==> src/rtl/fpu_ss_pkg.sv <==
// Shared FPU-subsystem types: writeback port bundle and scoreboard counter type.
package fpu_ss_pkg;

  localparam int SB_CNT_W  = 2;
  // Widest register address carried in a writeback bundle (up to 32 FP registers).
  localparam int SB_AW_MAX = 5;

  typedef logic [SB_CNT_W-1:0] sb_cnt_t;
  localparam sb_cnt_t SB_CNT_MAX = '1;

  typedef struct packed {
    logic                 valid;
    logic                 we;
    logic [SB_AW_MAX-1:0] addr;
  } wb_port_t;

endpackage

==> src/rtl/fpu_ss_scoreboard_ctrl_if.sv <==
// Head / dispatch / commit / writeback bundle between the FPU issue logic and the scoreboard.
interface fpu_ss_scoreboard_ctrl_if #(
  parameter int NUM_REGS   = 32,
  parameter int NUM_OPS    = 3,
  parameter int NUM_WB     = 2,
  parameter int X_ID_WIDTH = 4
);
  localparam int AW = $clog2(NUM_REGS);

  logic                              head_valid_i;
  logic [X_ID_WIDTH-1:0]             head_id_i;
  logic [NUM_OPS-1:0][AW-1:0]        head_rs_i;
  logic [NUM_OPS-1:0]                head_rs_used_i;
  logic [AW-1:0]                     head_rd_i;
  logic                              head_rd_fp_i;
  logic                              head_pop_o;
  logic                              disp_valid_o;
  logic                              disp_ready_i;
  logic                              drop_o;
  logic                              commit_valid_i;
  logic [X_ID_WIDTH-1:0]             commit_id_i;
  logic                              commit_kill_i;
  logic [NUM_WB-1:0]                 wb_valid_i;
  logic [NUM_WB-1:0]                 wb_we_i;
  logic [NUM_WB-1:0][AW-1:0]         wb_addr_i;
  logic [NUM_OPS-1:0][NUM_WB-1:0]    fwd_sel_o;
  logic                              stall_raw_o;
  logic                              stall_cnt_o;
  logic [NUM_REGS-1:0]               pending_o;
  logic                              busy_o;

  modport master (
    output head_valid_i, head_id_i, head_rs_i, head_rs_used_i, head_rd_i, head_rd_fp_i,
           disp_ready_i, commit_valid_i, commit_id_i, commit_kill_i,
           wb_valid_i, wb_we_i, wb_addr_i,
    input  head_pop_o, disp_valid_o, drop_o, fwd_sel_o, stall_raw_o, stall_cnt_o,
           pending_o, busy_o
  );

  modport slave (
    input  head_valid_i, head_id_i, head_rs_i, head_rs_used_i, head_rd_i, head_rd_fp_i,
           disp_ready_i, commit_valid_i, commit_id_i, commit_kill_i,
           wb_valid_i, wb_we_i, wb_addr_i,
    output head_pop_o, disp_valid_o, drop_o, fwd_sel_o, stall_raw_o, stall_cnt_o,
           pending_o, busy_o
  );

endinterface

==> src/rtl/fpu_ss_sat_counter.sv <==
// Per-register outstanding-write counter: +0/1 per cycle, -0..NUM_WB per cycle, floors at 0.
module fpu_ss_sat_counter #(
  parameter int CNT_W = 2,
  parameter int DEC_W = 2
) (
  input  logic             clk_i,
  input  logic             rst_ni,
  input  logic             i_inc,
  input  logic [DEC_W-1:0] i_dec,
  output logic [CNT_W-1:0] o_cnt
);

  localparam int            SW  = ((CNT_W > DEC_W) ? CNT_W : DEC_W) + 1;
  localparam logic [SW-1:0] MAX = SW'((1 << CNT_W) - 1);

  logic [CNT_W-1:0] r_cnt;
  logic [SW-1:0]    w_up;
  logic [SW-1:0]    w_nxt;

  // Writebacks beyond the outstanding count (stale after a reset) just floor at zero.
  always_comb begin
    w_up = SW'(r_cnt) + SW'(i_inc);
    if (SW'(i_dec) >= w_up)          w_nxt = '0;
    else if (w_up - SW'(i_dec) > MAX) w_nxt = MAX;
    else                              w_nxt = w_up - SW'(i_dec);
  end

  always_ff @(posedge clk_i or negedge rst_ni) begin
    if (!rst_ni) r_cnt <= '0;
    else         r_cnt <= w_nxt[CNT_W-1:0];
  end

  assign o_cnt = r_cnt;

endmodule

==> src/rtl/fpu_ss_scoreboard_ctrl.sv <==
// FPU issue/dependency controller: per-register pending-write counts, multi-port
// forwarding select, and commit/kill gating of the input-buffer head.
module fpu_ss_scoreboard_ctrl
  import fpu_ss_pkg::*;
#(
  parameter int NUM_REGS   = 32,
  parameter int NUM_OPS    = 3,
  parameter int NUM_WB     = 2,
  parameter int CNT_W      = SB_CNT_W,
  parameter int X_ID_WIDTH = 4,
  parameter bit FORWARDING = 1'b1
) (
  input  logic                     clk_i,
  input  logic                     rst_ni,
  fpu_ss_scoreboard_ctrl_if.slave  bus
);

  localparam int               AW   = $clog2(NUM_REGS);
  localparam int               DW   = $clog2(NUM_WB + 1);
  localparam int               NID  = 2 ** X_ID_WIDTH;
  localparam logic [CNT_W-1:0] CMAX = '1;

  wb_port_t                       w_wb   [NUM_WB];
  logic [DW-1:0]                  w_dec  [NUM_REGS];
  logic [CNT_W-1:0]               w_cnt  [NUM_REGS];
  logic [NUM_REGS-1:0]            w_inc;
  logic [NUM_REGS-1:0]            w_pend;
  logic [NUM_OPS-1:0][NUM_WB-1:0] w_match;
  logic [NUM_OPS-1:0][NUM_WB-1:0] w_fwd;
  logic [NUM_OPS-1:0]             w_raw;
  logic [NID-1:0]                 r_cmt;
  logic [NID-1:0]                 r_kill;
  logic                           r_armed;
  logic                           w_ok_id;
  logic                           w_killed;
  logic                           w_scnt;
  logic                           w_disp;
  logic                           w_drop;
  logic                           w_hs;
  logic                           w_uflow;

  always_comb begin
    for (int p = 0; p < NUM_WB; p++) begin
      w_wb[p].valid = bus.wb_valid_i[p];
      w_wb[p].we    = bus.wb_we_i[p];
      w_wb[p].addr  = SB_AW_MAX'(bus.wb_addr_i[p]);
    end
  end

  // Number of writeback ports retiring each register this cycle.
  always_comb begin
    for (int r = 0; r < NUM_REGS; r++) begin
      w_dec[r] = '0;
      for (int p = 0; p < NUM_WB; p++)
        if (w_wb[p].valid && w_wb[p].we && (w_wb[p].addr == SB_AW_MAX'(r)))
          w_dec[r] = w_dec[r] + 1'b1;
    end
  end

  // Forward only from the writeback that retires the last outstanding write; lowest port wins.
  always_comb begin
    w_match = '0;
    w_fwd   = '0;
    w_raw   = '0;
    for (int k = 0; k < NUM_OPS; k++) begin
      for (int p = 0; p < NUM_WB; p++)
        w_match[k][p] = w_wb[p].valid & w_wb[p].we &
                        (w_wb[p].addr == SB_AW_MAX'(bus.head_rs_i[k]));
      if (FORWARDING && (int'(w_cnt[bus.head_rs_i[k]]) == int'(w_dec[bus.head_rs_i[k]])))
        w_fwd[k] = w_match[k] & (~w_match[k] + 1'b1);
      w_raw[k] = bus.head_rs_used_i[k] & (w_cnt[bus.head_rs_i[k]] != '0) & ~(|w_fwd[k]);
    end
    if (!bus.head_valid_i) begin
      w_fwd = '0;
      w_raw = '0;
    end
  end

  assign w_ok_id  = r_cmt[bus.head_id_i] |
                    (bus.commit_valid_i & ~bus.commit_kill_i & (bus.commit_id_i == bus.head_id_i));
  assign w_killed = r_kill[bus.head_id_i] |
                    (bus.commit_valid_i & bus.commit_kill_i & (bus.commit_id_i == bus.head_id_i));
  assign w_scnt   = bus.head_valid_i & bus.head_rd_fp_i &
                    (w_cnt[bus.head_rd_i] == CMAX) & (w_dec[bus.head_rd_i] == '0);
  assign w_disp   = bus.head_valid_i & w_ok_id & ~w_killed & ~(|w_raw) & ~w_scnt;
  assign w_drop   = bus.head_valid_i & w_killed;
  assign w_hs     = w_disp & bus.disp_ready_i;

  for (genvar r = 0; r < NUM_REGS; r++) begin : g_reg
    assign w_inc[r]  = w_hs & bus.head_rd_fp_i & (bus.head_rd_i == AW'(r));
    assign w_pend[r] = |w_cnt[r];

    fpu_ss_sat_counter #(
      .CNT_W (CNT_W),
      .DEC_W (DW)
    ) u_cnt (
      .clk_i  (clk_i),
      .rst_ni (rst_ni),
      .i_inc  (w_inc[r]),
      .i_dec  (w_dec[r]),
      .o_cnt  (w_cnt[r])
    );
  end

  // A clear from the consuming dispatch/drop wins over a same-cycle set of the same ID.
  always_ff @(posedge clk_i or negedge rst_ni) begin
    if (!rst_ni) begin
      r_cmt   <= '0;
      r_kill  <= '0;
      r_armed <= 1'b0;
    end else begin
      if (bus.commit_valid_i && !bus.commit_kill_i) r_cmt[bus.commit_id_i]  <= 1'b1;
      if (bus.commit_valid_i &&  bus.commit_kill_i) r_kill[bus.commit_id_i] <= 1'b1;
      if (w_hs)   r_cmt[bus.head_id_i]  <= 1'b0;
      if (w_drop) r_kill[bus.head_id_i] <= 1'b0;
      if (w_hs)   r_armed <= 1'b1;
    end
  end

  // Writebacks still in flight across a reset are expected to underflow; only flag
  // underflow once this reset epoch has dispatched something.
  always_comb begin
    w_uflow = 1'b0;
    for (int r = 0; r < NUM_REGS; r++)
      if (int'(w_dec[r]) > int'(w_cnt[r])) w_uflow = 1'b1;
    w_uflow = w_uflow & r_armed;
  end

  assert property (@(posedge clk_i) disable iff (!rst_ni) !w_uflow);

  assign bus.disp_valid_o = w_disp;
  assign bus.drop_o       = w_drop;
  assign bus.head_pop_o   = w_hs | w_drop;
  assign bus.fwd_sel_o    = w_fwd;
  assign bus.stall_raw_o  = |w_raw;
  assign bus.stall_cnt_o  = w_scnt;
  assign bus.pending_o    = w_pend;
  assign bus.busy_o       = (|w_pend) | (|r_cmt);

endmodule

==> src/flat_wrapper.sv <==
// flat-port wrapper written by rule: the top's interface ports become plain ports
module fpu_ss_scoreboard_ctrl_flat import fpu_ss_pkg::*;
#(
  parameter int NUM_REGS   = 32,
  parameter int NUM_OPS    = 3,
  parameter int NUM_WB     = 2,
  parameter int CNT_W      = SB_CNT_W,
  parameter int X_ID_WIDTH = 4,
  parameter bit FORWARDING = 1'b1
)
  (clk_i, rst_ni, bus_head_valid_i, bus_head_id_i, bus_head_rs_i, bus_head_rs_used_i, bus_head_rd_i, bus_head_rd_fp_i, bus_disp_ready_i, bus_commit_valid_i, bus_commit_id_i, bus_commit_kill_i, bus_wb_valid_i, bus_wb_we_i, bus_wb_addr_i, bus_head_pop_o, bus_disp_valid_o, bus_drop_o, bus_fwd_sel_o, bus_stall_raw_o, bus_stall_cnt_o, bus_pending_o, bus_busy_o);
  fpu_ss_scoreboard_ctrl_if #(.NUM_REGS(NUM_REGS), .NUM_OPS(NUM_OPS), .NUM_WB(NUM_WB), .X_ID_WIDTH(X_ID_WIDTH)) bus_i ();
  input  logic clk_i;
  input  logic rst_ni;
  input wire logic [$bits(bus_i.head_valid_i)-1:0] bus_head_valid_i;
  input wire logic [$bits(bus_i.head_id_i)-1:0] bus_head_id_i;
  input wire logic [$bits(bus_i.head_rs_i)-1:0] bus_head_rs_i;
  input wire logic [$bits(bus_i.head_rs_used_i)-1:0] bus_head_rs_used_i;
  input wire logic [$bits(bus_i.head_rd_i)-1:0] bus_head_rd_i;
  input wire logic [$bits(bus_i.head_rd_fp_i)-1:0] bus_head_rd_fp_i;
  input wire logic [$bits(bus_i.disp_ready_i)-1:0] bus_disp_ready_i;
  input wire logic [$bits(bus_i.commit_valid_i)-1:0] bus_commit_valid_i;
  input wire logic [$bits(bus_i.commit_id_i)-1:0] bus_commit_id_i;
  input wire logic [$bits(bus_i.commit_kill_i)-1:0] bus_commit_kill_i;
  input wire logic [$bits(bus_i.wb_valid_i)-1:0] bus_wb_valid_i;
  input wire logic [$bits(bus_i.wb_we_i)-1:0] bus_wb_we_i;
  input wire logic [$bits(bus_i.wb_addr_i)-1:0] bus_wb_addr_i;
  output wire logic [$bits(bus_i.head_pop_o)-1:0] bus_head_pop_o;
  output wire logic [$bits(bus_i.disp_valid_o)-1:0] bus_disp_valid_o;
  output wire logic [$bits(bus_i.drop_o)-1:0] bus_drop_o;
  output wire logic [$bits(bus_i.fwd_sel_o)-1:0] bus_fwd_sel_o;
  output wire logic [$bits(bus_i.stall_raw_o)-1:0] bus_stall_raw_o;
  output wire logic [$bits(bus_i.stall_cnt_o)-1:0] bus_stall_cnt_o;
  output wire logic [$bits(bus_i.pending_o)-1:0] bus_pending_o;
  output wire logic [$bits(bus_i.busy_o)-1:0] bus_busy_o;
  assign bus_i.head_valid_i = bus_head_valid_i;
  assign bus_i.head_id_i = bus_head_id_i;
  assign bus_i.head_rs_i = bus_head_rs_i;
  assign bus_i.head_rs_used_i = bus_head_rs_used_i;
  assign bus_i.head_rd_i = bus_head_rd_i;
  assign bus_i.head_rd_fp_i = bus_head_rd_fp_i;
  assign bus_i.disp_ready_i = bus_disp_ready_i;
  assign bus_i.commit_valid_i = bus_commit_valid_i;
  assign bus_i.commit_id_i = bus_commit_id_i;
  assign bus_i.commit_kill_i = bus_commit_kill_i;
  assign bus_i.wb_valid_i = bus_wb_valid_i;
  assign bus_i.wb_we_i = bus_wb_we_i;
  assign bus_i.wb_addr_i = bus_wb_addr_i;
  assign bus_head_pop_o = bus_i.head_pop_o;
  assign bus_disp_valid_o = bus_i.disp_valid_o;
  assign bus_drop_o = bus_i.drop_o;
  assign bus_fwd_sel_o = bus_i.fwd_sel_o;
  assign bus_stall_raw_o = bus_i.stall_raw_o;
  assign bus_stall_cnt_o = bus_i.stall_cnt_o;
  assign bus_pending_o = bus_i.pending_o;
  assign bus_busy_o = bus_i.busy_o;
  fpu_ss_scoreboard_ctrl #(.NUM_REGS(NUM_REGS), .NUM_OPS(NUM_OPS), .NUM_WB(NUM_WB), .CNT_W(CNT_W), .X_ID_WIDTH(X_ID_WIDTH), .FORWARDING(FORWARDING)) u_core (.clk_i(clk_i), .rst_ni(rst_ni), .bus(bus_i));
endmodule
==> config.mk <==
export PLATFORM = sky130hd
export DESIGN_NAME = fpu_ss_scoreboard_ctrl_flat
export DESIGN_NICKNAME = d
export VERILOG_FILES = /design/src/rtl/fpu_ss_pkg.sv /design/src/rtl/fpu_ss_scoreboard_ctrl_if.sv /design/src/rtl/fpu_ss_sat_counter.sv /design/src/rtl/fpu_ss_scoreboard_ctrl.sv /design/src/flat_wrapper.sv
export SDC_FILE = /design/constraint.sdc
export NUM_CORES = 1
export LEC_CHECK = 0
export ABC_AREA = 1
export CAP_MARGIN = 20
export CORE_ASPECT_RATIO = 0.9
export CORE_MARGIN = 1
export CORE_UTILIZATION = 35
export CTS_BUF_LIST = sky130_fd_sc_hd__clkbuf_4 sky130_fd_sc_hd__clkbuf_8
export CTS_CLUSTER_SIZE = 20
export DETAILED_ROUTE_END_ITERATION = 16
export PLACE_DENSITY = 0.52
export SLEW_MARGIN = 10
export SYNTH_ARGS = -nofsm -noshare
export SYNTH_HDL_FRONTEND = slang
export SYNTH_SLANG_ARGS = --single-unit
export TNS_END_PERCENT = 1
==> constraint.sdc <==
create_clock -name clk_i -period 5.1 [get_ports clk_i]
set_input_delay 1.02 -clock clk_i [delete_from_list [all_inputs] [get_ports clk_i]]
set_output_delay 1.02 -clock clk_i [all_outputs]
set_load 0.02 [all_outputs]
==> impl_metrics.env <==
export IMPL_clkTransAtPathRegs_ns=0.12
export IMPL_p_switching_w=0.00118
export IMPL_pre_cts_ws_ns=-0.778
export IMPL_critical_path_class="input pin to flop"
export IMPL_ys_async_sr_fraction_pct=100
export IMPL_io_pins=96
export IMPL_routedWlPerCell_um=21.5
export IMPL_pwr_share_comb_pct=44.4
export IMPL_ys_warn_count=0
export IMPL_start_util_pct=35.7
export IMPL_tightest_slew_ns=0.950
export IMPL_synth_seq_cells=96
export IMPL_hold_violations=0
export IMPL_postLayoutCoreUtil_pct=46.1
export IMPL_synth_top_flop_cell="dfrtp_1"
export IMPL_critPathMaxFanout=6
export IMPL_synth_most_common_cell="nand2_1"
export IMPL_cts_tree="yes"
export IMPL_place_hpwl_mm=57.0
export IMPL_drive_above_1_share_pct=17.8
export IMPL_clockBufferDepth=2
export IMPL_fin_crit_sh_pct=97.2
export IMPL_cts_made_buffers=9
export IMPL_insertion_delay_ns=0.48
export IMPL_syn_to_final_growth_pct=29.2
export IMPL_clock_skew_final_ns=0.0227
export IMPL_coreArea_um2=43200
export IMPL_holdWs_ns=0.466
export IMPL_drc=0
export IMPL_die_x_um=223
export IMPL_seq_area_frac_synth_pct=15.6
export IMPL_layout_setup_ws_ns=0.144
export IMPL_status="finished, final reports clean"
export IMPL_fin_setup_tns_ns=0
export IMPL_fill_cells=4570
export IMPL_internal_power_w=0.00148
export IMPL_synth_cell_types=39
export IMPL_cts_root_buffer="clkbuf_8"
export IMPL_synthCells=2546
export IMPL_grt_pass1_vias=18171
export IMPL_total_leakage_power_nw=10.3
export IMPL_hp_class="input pin to async pin"
export IMPL_clkPwrFrac_pct=21.9
export IMPL_synthTopCellsByArea="nand2_1, dfrtp_1, nand3_1"
export IMPL_antenna_found_initial=2
export IMPL_synth_area_leader_cell="nand2_1"
export IMPL_synth_top_cell_area_share_pct=19.6
export IMPL_gr_total_overflow=0
export IMPL_powerDensity_nw_per_um2=134
export IMPL_sw_frac_of_total_pct=44.3
export IMPL_synth_edf_count=0
export IMPL_timing_fmax_ghz=0.202
export IMPL_period_minus_slack_ns=4.96
export IMPL_critPathCaptureType="flop"
export IMPL_rows=72
export IMPL_wl_mm=73.2
export IMPL_cap_violations=0
export IMPL_gp_congestion=1.06
export IMPL_final_nets=3090
export IMPL_io_buffers=95
export IMPL_viasPerCell=5.51
export IMPL_max_slew_margin_rel_pct=36.1
export IMPL_synthesis_area_um2=15400
export IMPL_setup_violations=0
export IMPL_critPathRequiredTime_ns=5.48
export IMPL_antenna_left=0
export IMPL_syn_avg_cell_area_um2=6.05
export IMPL_first_pass_iters=6
export IMPL_grt_pass1_wl_mm=109
export IMPL_start_kind="input pin"
export IMPL_die_area_um2=44800
export IMPL_grt_usage_pct=32.2
export IMPL_worst_ep_arrival_time_ns=5.34
export IMPL_dr_total_vias=18770
export IMPL_synth_commonest_cells="nand2_1, inv_1, nand3_1"
export IMPL_die_height_um=201
export IMPL_final_max_slew_viol_count=0
export IMPL_grt_max_degree=67
export IMPL_drt_first_iter_violations=2194
export IMPL_cts_htree_levels=3
export IMPL_seqPwrFrac_pct=33.7
export IMPL_synth_nets=2790
export IMPL_ir_worst_vdd_uv=205
export IMPL_power_total_w=0.00266
export IMPL_cts_sinks=96
[metrics by stage]
stage	cells	cell area (um2)
floorplan	2546	15400
global placement	3374	19000
detailed placement	3374	19000
CTS	3391	19300
global route	3407	19900
finish	3409	19900
[cell families after synthesis]
family,Yosys count,synth area share (%)
DFF,96,15.6
and+or+nand+nor,1450,40.0
xor gates and xnor gates,49,2.79
adders and majority gates,192,18.7
AOI/OAI and AO/OA,267,9.83
buffers and inverters,492,13.1
[timing repair]
action | 4_1_cts | 5_1_grt
gates resized for setup | 54 | 151
setup buffers | 1 | 8
hold buffers | 0 | 0
gates cloned | 0 | 7
endpoints found under the setup margin | 74 | 74
hold endpoints to repair | 0 | 0
pin swaps | 16 | 30
[cell type report]
type | count | area [um2] | area share (%)
multi-input combinational | 1960 | 11500 | 57.9
timing repair buffer | 408 | 3670 | 18.4
sequential | 96 | 2400 | 12.1
inverter | 371 | 1390 | 7.00
tap | 555 | 694 | 3.49
clock buffer | 9 | 124 | 0.622
clock inverter | 7 | 81.3 | 0.409
antenna | 3 | 7.51 | 0.0377
[path summary, 6_finish.rpt]
kind,start,end,slack [ns],depth (start not counted)
max in group asynchronous,rst_ni,u_core.g_reg[21].u_cnt.o_cnt[0],3.68,2
min in group clk_i,u_core.r_kill[15],u_core.r_kill[15],0.56,2
hold / removal,rst_ni,u_core.g_reg[1].u_cnt.o_cnt[1],0.47,1
hold reg to reg,u_core.r_kill[15],u_core.r_kill[15],0.56,2
setup / recovery,bus_wb_addr_i[4],u_core.g_reg[15].u_cnt.o_cnt[0],0.14,24
setup reg to reg,u_core.g_reg[4].u_cnt.o_cnt[1],u_core.g_reg[15].u_cnt.o_cnt[0],1.12,25
[cell usage in the layout (no fill, tap or decap), drive strengths merged, types with 6 or more instances in the layout]
master	n
a21boi	13
a21oi	81
a22oi	6
buf	320
clkbuf	17
clkdlybuf4s50	67
clkinv	7
dfrtp	96
dlygate4sd2	6
dlymetal6s2s	7
fa	64
ha	128
inv	371
nand2	807
nand3	363
nand4	34
nor2	219
nor4	15
o21ai	93
o22ai	62
xor2	46
[power groups by stage]
| stage | registers, W | logic, W | clock network, W |
|---|---|---|---|
| finish | 0.000895 | 0.00118 | 0.000582 |
| global route | 0.000903 | 0.00129 | 0.000631 |
| CTS | 0.000895 | 0.00112 | 0.000607 |
| detailed placement | 0.000909 | 0.00112 | 0 |
| global placement | 0.000910 | 0.00111 | 0 |
| floorplan | 0.000900 | 0.000654 | 0 |
[registers in the layout, indices dropped and copies added, names as in the netlist]
name / count
u_core.r_cmt: 16
u_core.g.u_cnt.o_cnt: 64
u_core.r_kill: 16
[critical path, cell delays in order]
cell,delay [ns]
dlymetal6s2s_1,0.23
nand3_2,0.16
buf_6,0.16
buf_4,0.15
nor2_1,0.13
ha_2,0.31
buf_4,0.15
o21ai_0,0.15
nand4_1,0.22
nand2_2,0.16
nand2_1,0.06
a21oi_1,0.12
nand4_1,0.21
nand2_1,0.18
a21oi_4,0.09
nand4_4,0.13
buf_12,0.16
buf_12,0.17
nor2_1,0.06
ha_1,0.21
ha_1,0.31
fa_2,0.39
xor2_2,0.20
a21oi_1,0.19
[metal layers]
metal | vias to the layer above | wire [um] | global-route usage, %
met5 | - | 0 | 0
met3 | 148 | 6900 | 6.73
met4 | 0 | 2760 | 10.8
met2 | 944 | 31400 | 48.8
li1 | 8757 | - | -
met1 | 8921 | 32100 | 45.0
Note: power is estimated with default switching activity, not from simulation.
==> variant 1: new RTL, same flow settings <==
`FORWARDING` is set to 1'b1 in 2 places; all go to 1'b0.
--- a/src/rtl/fpu_ss_scoreboard_ctrl.sv
+++ b/src/rtl/fpu_ss_scoreboard_ctrl.sv
@@ -8,7 +8,7 @@
   parameter int NUM_WB     = 2,
   parameter int CNT_W      = SB_CNT_W,
   parameter int X_ID_WIDTH = 4,
-  parameter bit FORWARDING = 1'b1
+  parameter bit FORWARDING = 1'b0
 ) (
   input  logic                     clk_i,
   input  logic                     rst_ni,
--- a/src/flat_wrapper.sv
+++ b/src/flat_wrapper.sv
@@ -6,7 +6,7 @@
   parameter int NUM_WB     = 2,
   parameter int CNT_W      = SB_CNT_W,
   parameter int X_ID_WIDTH = 4,
-  parameter bit FORWARDING = 1'b1
+  parameter bit FORWARDING = 1'b0
 )
   (clk_i, rst_ni, bus_head_valid_i, bus_head_id_i, bus_head_rs_i, bus_head_rs_used_i, bus_head_rd_i, bus_head_rd_fp_i, bus_disp_ready_i, bus_commit_valid_i, bus_commit_id_i, bus_commit_kill_i, bus_wb_valid_i, bus_wb_we_i, bus_wb_addr_i, bus_head_pop_o, bus_disp_valid_o, bus_drop_o, bus_fwd_sel_o, bus_stall_raw_o, bus_stall_cnt_o, bus_pending_o, bus_busy_o);
   fpu_ss_scoreboard_ctrl_if #(.NUM_REGS(NUM_REGS), .NUM_OPS(NUM_OPS), .NUM_WB(NUM_WB), .X_ID_WIDTH(X_ID_WIDTH)) bus_i ();
Function: changed (Yosys sat finds a counterexample within 4 cycles, from zero or initial values and one cycle with rst_ni low).
==> variant 1 against the original RTL <==
Routed wire length is 46% lower. Sequential cell count stayed put. Clock power shrank 5.7%. Clock skew fell by 0.0017 ns. Total power decreased by 19%. Final area fell by 26%. Area after synthesis is 22% lower. First-iteration DRC count fell by 60%. Sequential power increased by 2%. Setup slack better by 0.087 ns. Critical endpoint is now bus_disp_valid_o.
==> variant 1: results (changes against the original RTL) <==
stage;metric;value;unit;change
layout;postLayoutCoreUtil;44.17;%;-2.0 points
synthesis;seq_area_frac_synth;20.05;%;+4.5 points
place;placed_area;14500;sq um;-24%
layout;diodes;0;;-3
layout;seq_area_share;16.31;%;+4.2 points
layout;n_all_inverters;298;;-20%
layout;fillers;3476;;-24%
layout;multi_input_area_share;55.29;%;-2.7 points
cts;clock_latency;0.43;ns;-0.05 ns
sta;finalClockSkew;0.02099;ns;-0.001734 ns
pwr;ir_drop;112.4;uV;-45%
layout;drive_gt1_share;14.01;%;-3.8 points
layout;clk_share;1.317;%;+0.29 points
setup_path;slowest_delay;0.53;ns;+0.14 ns
drt;drt-vias-per-instance;4.838;;-12%
layout;fin_nets;2238;;-28%
cts;post_cts_resized;5;;-91%
global_routing;grt_max_degree;58;;-13%
place;place_ws;-0.2506;ns;+0.5276 ns
layout;n_all_buffers;268;;-34%
layout;clock_buffers;10;;+1
place;place_inst;2438;;-28%
synthesis;synth-warning-count;0;;unchanged
drt;wl_met1;18760;microns;-42%
status;status;finished clean;;
pwr;p_leak;7.530;nW;-27%
cts;cts_setup_buffers;0;;-1
synthesis;ys_types;38;;-2.6%
setup_path;crit_slowest_cell;clkdlybuf4s50_1;;
layout;multi_input_area;8143;sq um;-29%
global_routing;grtUsageTotal;23.80;%;-8.4 points
place;port_buffers;89;;-6.3%
global_routing;antenna_found_initial;0;;-2
layout;buf_share;15.58;%;-2.8 points
drt;first_iter_violations;875;;-60%
setup_path;crit_arrival;3.85;ns;-1.49 ns
layout;syn_to_final_growth;22.94;%;
worst_hold_path;hold_class;reg -> reg;;
place;dp_hpwl;32740;microns;-43%
place;routabilityCongestion;0.9647;;-8.9%
drt;met3_length;1810;microns;-74%
sta;tightest_slew;0.8601;ns;-0.08942 ns
setup_path;cpLargestDelayFamily;buffers and inverters;;
cts;ctsHoldBuffers;0;;unchanged
drt;wl_per_cell;16.25;microns;-24%
drt;routed_wl;39870;microns;-46%
global_routing;grt_pass1_wl;64270;microns;-41%
synthesis;postSynthCellCount;1770;;-30%
global_routing;grt_pass1_vias;11770;;-35%
synthesis;yosys-top-cells-area;dfrtp_1, ha_1, nand2_1;;
synthesis;ys_top_cells_by_count;nand2_1, inv_1, nor2_1;;
layout;multi_input_comb_cells;1321;;-33%
-- variant 1: cell types whose count changed in the layout (fill, tap and decap cells not counted), moves of 18 or more --
cell,change
nand3_2,-18
nor2_2,-21
inv_2,-20
buf_4,-103
buf_12,-24
nor2_1,+57
o22ai_1,-50
xnor2_1,+29
inv_1,-53
ha_1,+20
nand3_1,-224
nand2_1,-372
or2_2,+31
xor2_1,-40
-- variant 1: kinds of logic (layout without fill, tap and decap cells) --
family | after synthesis | after routing | share of synthesized area, %
DFF | 96 | 96 | 20.05
buffers and inverters | 358 | 582 | 12.43
xor gates and xnor gates | 34 | 34 | 2.486
AOI/OAI and AO/OA | 229 | 229 | 10.32
adders and majority gates | 192 | 192 | 24.07
other | 1 | 6 | 0.03130
and+or+nand+nor | 860 | 860 | 30.61
-- variant 1: routing by layer --
metal	up-vias	global-route usage [%]
met1	5559	32.59
met3	39	3.155
met2	266	39.22
met4	0	6.428
li1	6009	-
met5	-	0
-- variant 1: worst paths after layout --
path | start | to | slack, ns | cells past startpoint
max | bus_wb_addr_i[1] | bus_disp_valid_o | 0.23 | 19
min in group asynchronous | rst_ni | u_core.g_reg[23].u_cnt.o_cnt[1] | 0.65 | 1
min | u_core.r_kill[11] | u_core.r_kill[11] | 0.55 | 2
max in group asynchronous | rst_ni | u_core.r_cmt[13] | 3.35 | 2
max reg2reg | u_core.g_reg[0].u_cnt.o_cnt[0] | u_core.g_reg[2].u_cnt.o_cnt[0] | 1.16 | 21
min reg2reg | u_core.r_kill[11] | u_core.r_kill[11] | 0.55 | 2
-- variant 1: where the power goes --
| part | total, mW | internal, mW | switching (mW) |
|---|---|---|---|
| logic | 0.680 | 0.252 | 0.428 |
| clock network | 0.549 | 0.203 | 0.346 |
| registers | 0.911 | 0.862 | 0.0496 |
==> variant 2: new RTL, same settings <==
Made on the original files. Make the reset (`rst_ni`) synchronous in 2 clocked blocks.
--- a/src/rtl/fpu_ss_sat_counter.sv
+++ b/src/rtl/fpu_ss_sat_counter.sv
@@ -25,7 +25,7 @@
     else                              w_nxt = w_up - SW'(i_dec);
   end
 
-  always_ff @(posedge clk_i or negedge rst_ni) begin
+  always_ff @(posedge clk_i) begin
     if (!rst_ni) r_cnt <= '0;
     else         r_cnt <= w_nxt[CNT_W-1:0];
   end
--- a/src/rtl/fpu_ss_scoreboard_ctrl.sv
+++ b/src/rtl/fpu_ss_scoreboard_ctrl.sv
@@ -103,7 +103,7 @@
   end
 
   // A clear from the consuming dispatch/drop wins over a same-cycle set of the same ID.
-  always_ff @(posedge clk_i or negedge rst_ni) begin
+  always_ff @(posedge clk_i) begin
     if (!rst_ni) begin
       r_cmt   <= '0;
       r_kill  <= '0;
Function: changed (a bounded check fails within 4 cycles, from zero or initial values and one cycle with rst_ni low; the reset may be asserted at any time).
==> variant 2 against the original RTL <==
The run now ends with design-rule violations left. Die area is 2.6% lower. Critical path depth fell by 5. First-iteration DRC count increased by 3.1%. Sequential share of layout area down 2.2 points. Total power decreased by 19%. Area after synthesis decreased by 2.7%. Sequential cell count unchanged. Routed wire length decreased by 1.1%. Core utilization up 0.45 points. Final area decreased by 1.7%. Setup slack better by 0.068 ns. Largest cell class unchanged.
==> variant 2: results (changes against the original RTL) <==
stage;metric;value;unit;change
global_routing;antenna_found_initial;1;;-1
synthesis;postSynthCellCount;2540;;-0.24%
synthesis;seq_area_frac_synth;12.82;%;-2.8 points
sta;finalClockSkew;0.02648;ns;+0.003755 ns
global_routing;grt_pass1_vias;17670;;-2.7%
drt;drt-vias-per-instance;5.466;;-0.73%
drt;drc_errors;7;;+7
setup_path;r2r_start;u_core.g_reg[28].u_cnt.o_cnt[1];;
worst_hold_path;hold_class;reg -> reg;;
setup_path;crit_slowest_cell;ha_2;;
synthesis;ys_types;43;;+10%
drt;first_iter_violations;2262;;+3.1%
layout;fillers;4523;;-1.0%
sta;slew_headroom;37.68;%;+1.6 points
place;dp_hpwl;56090;microns;-1.6%
synthesis;async_reset_ff_share;0;%;-100 points
pwr;ir_drop;127.4;uV;-38%
status;violations;design-rule violations;;
setup_path;crit_arrival;3.87;ns;-1.47 ns
synthesis;ys_top_cells_by_count;nand2_1, inv_1, nand3_1;;
worst_hold_path;hp-start;u_core.r_kill[11];;
global_routing;grtUsageTotal;33.04;%;+0.87 points
drt;routed_wl;72370;microns;-1.1%
setup_path;reg2reg_slack;1.22;ns;+0.10 ns
layout;fin_nets;3095;;+0.16%
layout;stdcell_count;3403;;-0.18%
layout;drive_gt1_share;19.05;%;+1.3 points
setup_path;timing.reg2reg.worst_path_depth;23;;-8.0%
synthesis;yosys-top-cells-area;nand2_1, dfxtp_1, nand3_1;;
sta;holdWs;0.5385;ns;+0.07209 ns
setup_path;rr_endpoint;u_core.g_reg[1].u_cnt.o_cnt[1];;
synthesis;yosys_most_used_dff;dfxtp_1;;
synthesis;syn_nets;2784;;-0.22%
place;routabilityCongestion;1.031;;-2.7%
global_routing;grt_max_degree;66;;-1.5%
cts;htreeDepth;3;;unchanged
pwr;p_leak;9.552;nW;-6.8%
layout;diodes;0;;-3
setup_path;slowest_delay;0.30;ns;-0.09 ns
setup_path;cpLargestDelayFamily;buffers and inverters;;
status;status;finished, violations left;;
global_routing;grt_pass1_wl;107800;microns;-1.1%
drt;first_pass_iters;12;;+6
-- variant 2: cell types whose count changed in the layout (fill, tap and decap cells not counted), sizes merged, moves of 13 or more --
cell   change
dfrtp     -96
dfxtp     +96
o21ai     -55
a22oi     +33
buf       +19
nor2      -13
-- variant 2: per-stage QoR --
step           utilization, %  worst slack, ns  instance area, sq um  total power, mW
2_1_floorplan               -           0.4014                 14990            1.178
6_report                46.57           0.2121                 19570            2.157
4_1_cts                 45.24          -0.1439                 19010            2.149
5_1_grt                 46.57         -0.08519                 19570            2.248
3_3_place_gp            44.58          -0.9253                 18730            1.538
3_5_place_dp            44.58          -0.9755                 18730            1.537
-- variant 2: worst max path at each step --
stage	depth (start not counted)	startpoint	slack, ns	endpoint
2_1_floorplan	23	bus_wb_valid_i[0]	0.40	bus_disp_valid_o
3_3_place_gp	20	bus_wb_valid_i[1]	-0.93	bus_disp_valid_o
3_5_place_dp	24	bus_wb_valid_i[1]	-0.98	u_core.g_reg[13].u_cnt.o_cnt[0]
4_1_cts	24	bus_wb_valid_i[0]	-0.14	bus_head_pop_o
5_1_grt	35	bus_wb_addr_i[5]	-0.09	u_core.g_reg[22].u_cnt.o_cnt[1]
6_report	19	bus_wb_addr_i[8]	0.21	bus_disp_valid_o
-- variant 2: layout make-up --
class	count	area, sq um	share of cell area [%]
Sequential cell	96	1922	9.822
Multi-Input combinational cell	1939	11540	58.98
Timing Repair Buffer	427	3799	19.41
Clock inverter	7	78.83	0.4028
Tap cell	547	684.4	3.498
Clock buffer	9	123.9	0.6330
Inverter	378	1419	7.251
-- variant 2: repair_timing --
action	CTS	global route
gates resized for setup	57	154
endpoints found under the setup margin	74	74
setup buffers	1	9
pin swaps	4	19
cloned	0	3
-- variant 2: metal layers --
layer  GRT usage (%)  wire length [microns]  up-vias
li1                -                      -     8780
met1           47.48                  32570     8741
met2           49.60                  30910      942
met3           5.776                   6817      135
met4           10.17                   2062        2
met5               0                      8        -
-- variant 2: where the power goes --
part / switching [mW] / internal (mW)
Combinational: 0.535 / 0.274
Clock: 0.397 / 0.197
Sequential: 0.00153 / 0.753
-- variant 2: worst reg2reg max path, delay by kind of cell (launching register included) --
kind,cells,cell delay (ns)
AND/OR/NAND/NOR,13,1.27
buffers and inverters,4,0.55
XOR/XNOR,1,0.18
flip-flops,1,0.43
adder cells (fa/ha/maj),3,0.90
AO/OA/AOI/OAI,2,0.50
-- variant 2: cell families (layout without fill, tap and decap cells) --
kind of cell / count (synthesis) / after routing / share of synthesized area [%]
AOI/OAI and AO/OA: 261 / 261 / 10.53
xor gates and xnor gates: 49 / 49 / 2.863
adders and majority gates: 192 / 192 / 19.23
buffers and inverters: 506 / 821 / 13.76
DFF: 96 / 96 / 12.82
and+or+nand+nor: 1436 / 1437 / 40.80
